### src/rtl/spi_pkg.sv
// rtl/spi_pkg.sv - shared FSM encoding and synchronizer limits for the SPI receiver
package spi_pkg;

   // Shallowest synchronizer that still gives metastability settling time
   localparam int SYNC_MIN = 2;

   typedef enum logic [1:0] {
      WAIT_CS = 2'd0,
      IDLE    = 2'd1,
      RECV    = 2'd2
   } spiState_t;

endpackage

### src/rtl/sync_bit.sv
// rtl/sync_bit.sv - single-bit multi-flop synchronizer with configurable reset value
module sync_bit
   import spi_pkg::*;
#(
   parameter int   STAGES    = SYNC_MIN,
   parameter logic RESET_VAL = 1'b0
) (
   input  logic clk,
   input  logic reset,
   input  logic d,
   output logic q
);

   logic [STAGES-1:0] chain;

   // Shift the asynchronous input through the flop chain
   always_ff @(posedge clk or posedge reset) begin
      if (reset) begin
         chain <= {STAGES{RESET_VAL}};
      end else begin
         chain <= {chain[STAGES-2:0], d};
      end
   end

   assign q = chain[STAGES-1];

endmodule

### src/rtl/spi_slave_rx.sv
// rtl/spi_slave_rx.sv - mode-0 SPI slave receiver with valid/ready output and overrun flag
module spi_slave_rx
   import spi_pkg::*;
#(
   parameter int DATA_W      = 8,
   parameter int SYNC_STAGES = 2
) (
   input  logic              clk,
   input  logic              reset,
   input  logic              SCK,
   input  logic              MOSI,
   input  logic              cs,
   output logic [DATA_W-1:0] rx_data,
   output logic              rx_valid,
   input  logic              rx_ready,
   output logic              frame_active,
   output logic              frame_err,
   output logic              overrun,
   input  logic              ovr_clr
);

   // Depth is clamped so a too-small parameter cannot defeat the synchronizer
   localparam int SYNC_N = (SYNC_STAGES < SYNC_MIN) ? SYNC_MIN : SYNC_STAGES;
   localparam int CNT_W  = $clog2(DATA_W + 1);
   localparam logic [CNT_W-1:0] LAST_BIT = CNT_W'(DATA_W - 1);

   logic sckS, mosiS, csS;
   logic sckD, csD;
   logic sckRise, csRise;
   logic [SYNC_N-1:0] primeChain;
   logic primed;

   spiState_t state, stateNext;
   logic [CNT_W-1:0]  bitCnt;
   logic [DATA_W-1:0] shiftReg;
   logic [DATA_W-1:0] wordNext;
   logic shiftEn, wordDone, cntClr, errNext;

   // All three pins share one depth so MOSI stays aligned with its SCK edge
   sync_bit #(.STAGES(SYNC_N), .RESET_VAL(1'b0)) uSyncSck (
      .clk(clk), .reset(reset), .d(SCK), .q(sckS));
   sync_bit #(.STAGES(SYNC_N), .RESET_VAL(1'b0)) uSyncMosi (
      .clk(clk), .reset(reset), .d(MOSI), .q(mosiS));
   sync_bit #(.STAGES(SYNC_N), .RESET_VAL(1'b1)) uSyncCs (
      .clk(clk), .reset(reset), .d(cs), .q(csS));

   // Delayed copies for edge detection; primeChain marks when the synchronizers
   // hold real pin samples rather than their reset values
   always_ff @(posedge clk or posedge reset) begin
      if (reset) begin
         sckD       <= 1'b0;
         csD        <= 1'b1;
         primeChain <= '0;
      end else begin
         sckD       <= sckS;
         csD        <= csS;
         primeChain <= {primeChain[SYNC_N-2:0], 1'b1};
      end
   end

   assign primed   = primeChain[SYNC_N-1];
   assign sckRise  = sckS & ~sckD;
   assign csRise   = csS & ~csD;
   assign wordNext = {shiftReg[DATA_W-2:0], mosiS};

   // FSM state register
   always_ff @(posedge clk or posedge reset) begin
      if (reset) begin
         state <= WAIT_CS;
      end else begin
         state <= stateNext;
      end
   end

   // Next-state and datapath control; cs release takes priority over a same-cycle SCK edge
   always_comb begin
      stateNext = state;
      shiftEn   = 1'b0;
      wordDone  = 1'b0;
      cntClr    = 1'b0;
      errNext   = 1'b0;
      case (state)
         WAIT_CS: begin
            // Wait for a genuine cs-high sample so a frame cut by reset is skipped
            if (primed && csS) begin
               stateNext = IDLE;
            end
         end
         IDLE: begin
            if (!csS) begin
               stateNext = RECV;
               cntClr    = 1'b1;
            end
         end
         RECV: begin
            if (csRise) begin
               stateNext = IDLE;
               cntClr    = 1'b1;
               errNext   = (bitCnt != '0);
            end else if (sckRise) begin
               shiftEn  = 1'b1;
               wordDone = (bitCnt == LAST_BIT);
            end
         end
         default: stateNext = WAIT_CS;
      endcase
   end

   // Shift register and bit counter; counter wraps so back-to-back words need no cs toggle
   always_ff @(posedge clk or posedge reset) begin
      if (reset) begin
         bitCnt   <= '0;
         shiftReg <= '0;
      end else if (cntClr) begin
         bitCnt <= '0;
      end else if (shiftEn) begin
         shiftReg <= wordNext;
         bitCnt   <= wordDone ? '0 : bitCnt + CNT_W'(1);
      end
   end

   // Output holding register, handshake, frame error pulse and sticky overrun
   always_ff @(posedge clk or posedge reset) begin
      if (reset) begin
         rx_data   <= '0;
         rx_valid  <= 1'b0;
         frame_err <= 1'b0;
         overrun   <= 1'b0;
      end else begin
         frame_err <= errNext;
         if (wordDone) begin
            if (!rx_valid || rx_ready) begin
               rx_data  <= wordNext;
               rx_valid <= 1'b1;
            end
         end else if (rx_valid && rx_ready) begin
            rx_valid <= 1'b0;
         end
         if (wordDone && rx_valid && !rx_ready) begin
            overrun <= 1'b1;
         end else if (ovr_clr) begin
            overrun <= 1'b0;
         end
      end
   end

   assign frame_active = (state == RECV);

endmodule

### config.mk
export PLATFORM = sky130hd
export DESIGN_NAME = spi_slave_rx
export DESIGN_NICKNAME = d
export VERILOG_FILES = /design/src/rtl/spi_pkg.sv /design/src/rtl/sync_bit.sv /design/src/rtl/spi_slave_rx.sv
export SDC_FILE = /design/constraint.sdc
export NUM_CORES = 1
export LEC_CHECK = 0
export BUFFER_PORTS_ARGS = -buffer_cell sky130_fd_sc_hd__buf_2
export CAP_MARGIN = 20
export CORE_ASPECT_RATIO = 0.9
export CORE_UTILIZATION = 45
export CTS_CLUSTER_DIAMETER = 120
export DETAILED_ROUTE_END_ITERATION = 10
export PLACE_DENSITY = 0.62
export SLEW_MARGIN = 20
export SYNTH_ARGS = -nofsm -noshare
export SYNTH_HDL_FRONTEND = slang
export SYNTH_HIERARCHICAL = 1
export SYNTH_SLANG_ARGS = --single-unit
### constraint.sdc
create_clock -name clk -period 3.14 [get_ports clk]
set_input_delay 0.314 -clock clk [delete_from_list [all_inputs] [get_ports clk]]
set_output_delay 0.314 -clock clk [all_outputs]
set_load 0.1 [all_outputs]
==> out/results.tsv <==
stage	metric	value	unit
setup_path	crit_path_start	state[0]	
power	p_switching	0.000331	W
setup_path	path_max_fanout	7	
setup_path	arrival	1.71	ns
timing	rsz0062_at_grt	false	
clock_network	clkTransAtPathRegs	0.09	ns
global_routing	antenna_found_initial	0	
clock_network	insertion_delay	0.34	ns
timing	relSlewSlack	62.5	%
timing	post-route-period-util	64.6	%
route	drt-initial-drc-count	30	
setup_path	cp-end-kind	primary output	
status	status	completed	
synthesis	syn_area_per_cell	13.6	um^2
placement	post-place-ws	1.19	ns
power	power_density	667	nW/um^2
floorplan	coreArea	2860	um^2
global_routing	first_global_vias	733	
floorplan	initial_core_util	49.1	%
synthesis	syn_nets	117	
placement	hpwl	1.44	mm
synthesis	yosys_warnings	6	
power	p_clk_share	30.3	%
synthesis	yosys.cell_types.count	26	
route	drt_pre_antenna_iters	4	
synthesis	synthesis.area	1410	um^2
setup_path	cp_top_family	buffers and inverters	
global_routing	grt_start_max_net_pins	29	
clock_network	cts_tree	built	
placement	routabilityCongestion	0.741	
floorplan	ioPinCount	19	
global_routing	grt_usage	14.8	%
power	switching_share	30.3	%
clock_network	cts_resized	0	
setup_path	slowest_delay	0.49	ns
worst_hold_path	hp-class	in2reg	
setup_path	rrSetupSlack	1.19	ns
setup_path	cp_num_buf_inv	2	
synthesis	syn_inst	103	
layout	area_delta_synth_final	16.7	%
clock_network	clock_path_buffers	2	
clock_network	cts_buffers	5	
clock_network	clock-sinks	34	
route	antenna_left	0	
worst_hold_path	worstHoldStart	cs	
clock_network	cts-root-buf	clkbuf_4	
synthesis	synth_area_leaders	dfrtp_1 (55%), mux2_2 (12%), ha_1 (6.2%), dfstp_2 (5.6%), inv_1 (2.7%)	
power	power.leakage	0.844	nW
clock_network	cts_setup_buffers	0	
timing	clock_skew	0.0109	ns
timing	fin_ws	1.11	ns
synthesis	synth_top_area_share	55.2	%
power	p_int	0.000763	W
layout	antenna_cells	0	
power	power	0.00109	W
route	drcViolationCount	0	
route	vias	810	
route	wl_per_cell	12.0	um
synthesis	synth.largest_area_cell	dfrtp_1	
setup_path	required	2.83	ns
floorplan	rows	18	
global_routing	grt_pass1_wl	3.35	mm
timing	finalCriticalPeriod	2.03	ns
route	post_drt_via_cell_ratio	4.76	
timing	hold_viol	0	
synthesis	ys_ff_latch	34	
setup_path	cpMaxStageDelayCell	buf_2	
setup_path	regToRegStartpoint	state[0]	
floorplan	die_h	55.0	um
timing	fin_tns_setup	0	ns
timing	finalSetupViolCount	0	
setup_path	critPathLaunchType	flip-flop	
power	seqPwrFrac	48.1	%
clock_network	htreeDepth	2	
timing	fmax	0.493	GHz
run	max_cap_violations	0	
placement	io_buffers	18	
power	power_frac_comb	21.6	%
floorplan	die_w	60.9	um
route	wirelength	2.05	mm
layout	drive_above_1_share	39.2	%
floorplan	dieArea	3350	um^2
global_routing	grt-ovfl-total	0	
layout	fin_nets	143	
setup_path	worst-setup-path-type	reg2out	
synthesis	synth-seq-area-share	60.8	%
power	vdd_ir_drop_max	0.000353	V
timing	tightest_slew	0.562	ns
setup_path	cp_cell_sequence	inv_1 > ha_1 > buf_2	
timing	drv_slew	0	
-- metrics by stage --
step                instance area (um^2)  hold WS [ns]  instances  utilization (%)
finish                              1640        0.0720        170             57.3
global route                        1640        0.0322        170             57.3
CTS                                 1640        0.0553        170             57.3
detailed placement                  1550         0.194        161             54.0
global placement                    1550         0.193        161             54.0
floorplan                           1410        0.0552        103                -
-- final timing paths --
path | end | depth (start not counted)
worst max register to register | rx_data[7] | 5
worst min register to register | primeChain[1] | 0
min in group asynchronous | uSyncMosi/chain[1] | 3
worst min-delay path | uSyncCs/chain[0] | 1
max in group asynchronous | bitCnt[2] | 3
worst max-delay path | frame_active | 3
-- cell families (layout without fill, tap and decap cells) --
group | count (synthesis) | in the layout | synth area share [%]
DFF | 34 | 34 | 60.8
buffers and inverters | 10 | 37 | 2.67
and+or+nand+nor | 24 | 24 | 11.7
adders and majority gates | 7 | 7 | 6.23
other | 1 | 1 | 0.267
xor gates and xnor gates | 1 | 1 | 0.623
AOI/OAI and AO/OA | 9 | 9 | 4.27
muxes | 17 | 17 | 13.4
-- routing by layer --
layer | vias up | share of wire, % | global-route usage, %
met5 | - | 0 | 0
met4 | 0 | 1.7 | 6.82
met3 | 7 | 5.1 | 6.98
met2 | 20 | 43 | 20.9
met1 | 384 | 50 | 19.4
li1 | 399 | - | -
-- power by group through the flow --
stage / registers, W / clock network [W] / logic [W]
2_1_floorplan: 0.000529 / 0 / 0.000189
3_3_place_gp: 0.000533 / 0 / 0.000229
3_5_place_dp: 0.000534 / 0 / 0.000237
4_1_cts: 0.000525 / 0.000340 / 0.000238
5_1_grt: 0.000534 / 0.000362 / 0.000267
6_report: 0.000526 / 0.000332 / 0.000236
-- state kept, by name, summed over array words and instances, names as in the netlist, 2 cells and up --
register	flops
shiftReg	7
uSyncCs/chain	2
uSyncMosi/chain	2
primeChain	2
bitCnt	4
state	2
rx_data	8
uSyncSck/chain	2
-- timing repair --
action | 4_1_cts | 5_1_grt
hold buffers | 1 | 0
setup endpoints to repair | 0 | 0
hold endpoints to repair | 4 | 0
-- area by class of cell --
| cell class | count | area, um^2 |
|---|---|---|
| multi-input cells | 59 | 513 |
| clock inverters | 1 | 30.0 |
| clock buffers | 7 | 55.1 |
| inverters | 10 | 37.5 |
| flip-flops and latches | 34 | 855 |
| repair buffers | 19 | 100 |
| well taps | 40 | 50.0 |
| fillers | 243 | 1220 |
-- worst reg2reg max path, cell delays in order, from the launching register on --
cell and delay (ns):
dfrtp_1 0.43, inv_1 0.12, ha_1 0.34, nand3_4 0.15, nor3b_4 0.42, mux2_2 0.39
-- cells in the final DEF, fill, tap and decap left out, drive strengths merged, types with 2 or more instances in the layout --
cell,synthesis,routed
ha,7,7
or2,2,2
mux2i,2,2
dfrtp,31,31
clkbuf,0,7
a21oi,4,4
inv,10,10
buf,0,18
nand3b,3,3
nand2b,2,2
dfstp,3,3
nand4,2,2
o21bai,2,2
nor2,4,4
mux2,15,15
nand2,6,6
-- Yosys cell counts --
cell      number
conb_1         1
nand4_1        2
xor2_1         1
nand2b_2       1
o22ai_1        1
mux2i_1        2
nor3b_4        1
dfstp_2        3
o21bai_2       1
nand2_1        6
o21bai_1       1
inv_1         10
nand3b_1       3
dfrtp_1       31
nand2b_1       1
ha_1           7
or2_2          2
or2b_1         1
and3_1         1
a222oi_1       1
nor2_1         4
nand3_4        1
mux2_2        15
nor2b_4        1
a21oi_1        4
o21ai_0        1
Power figures use the tool's default switching activity.
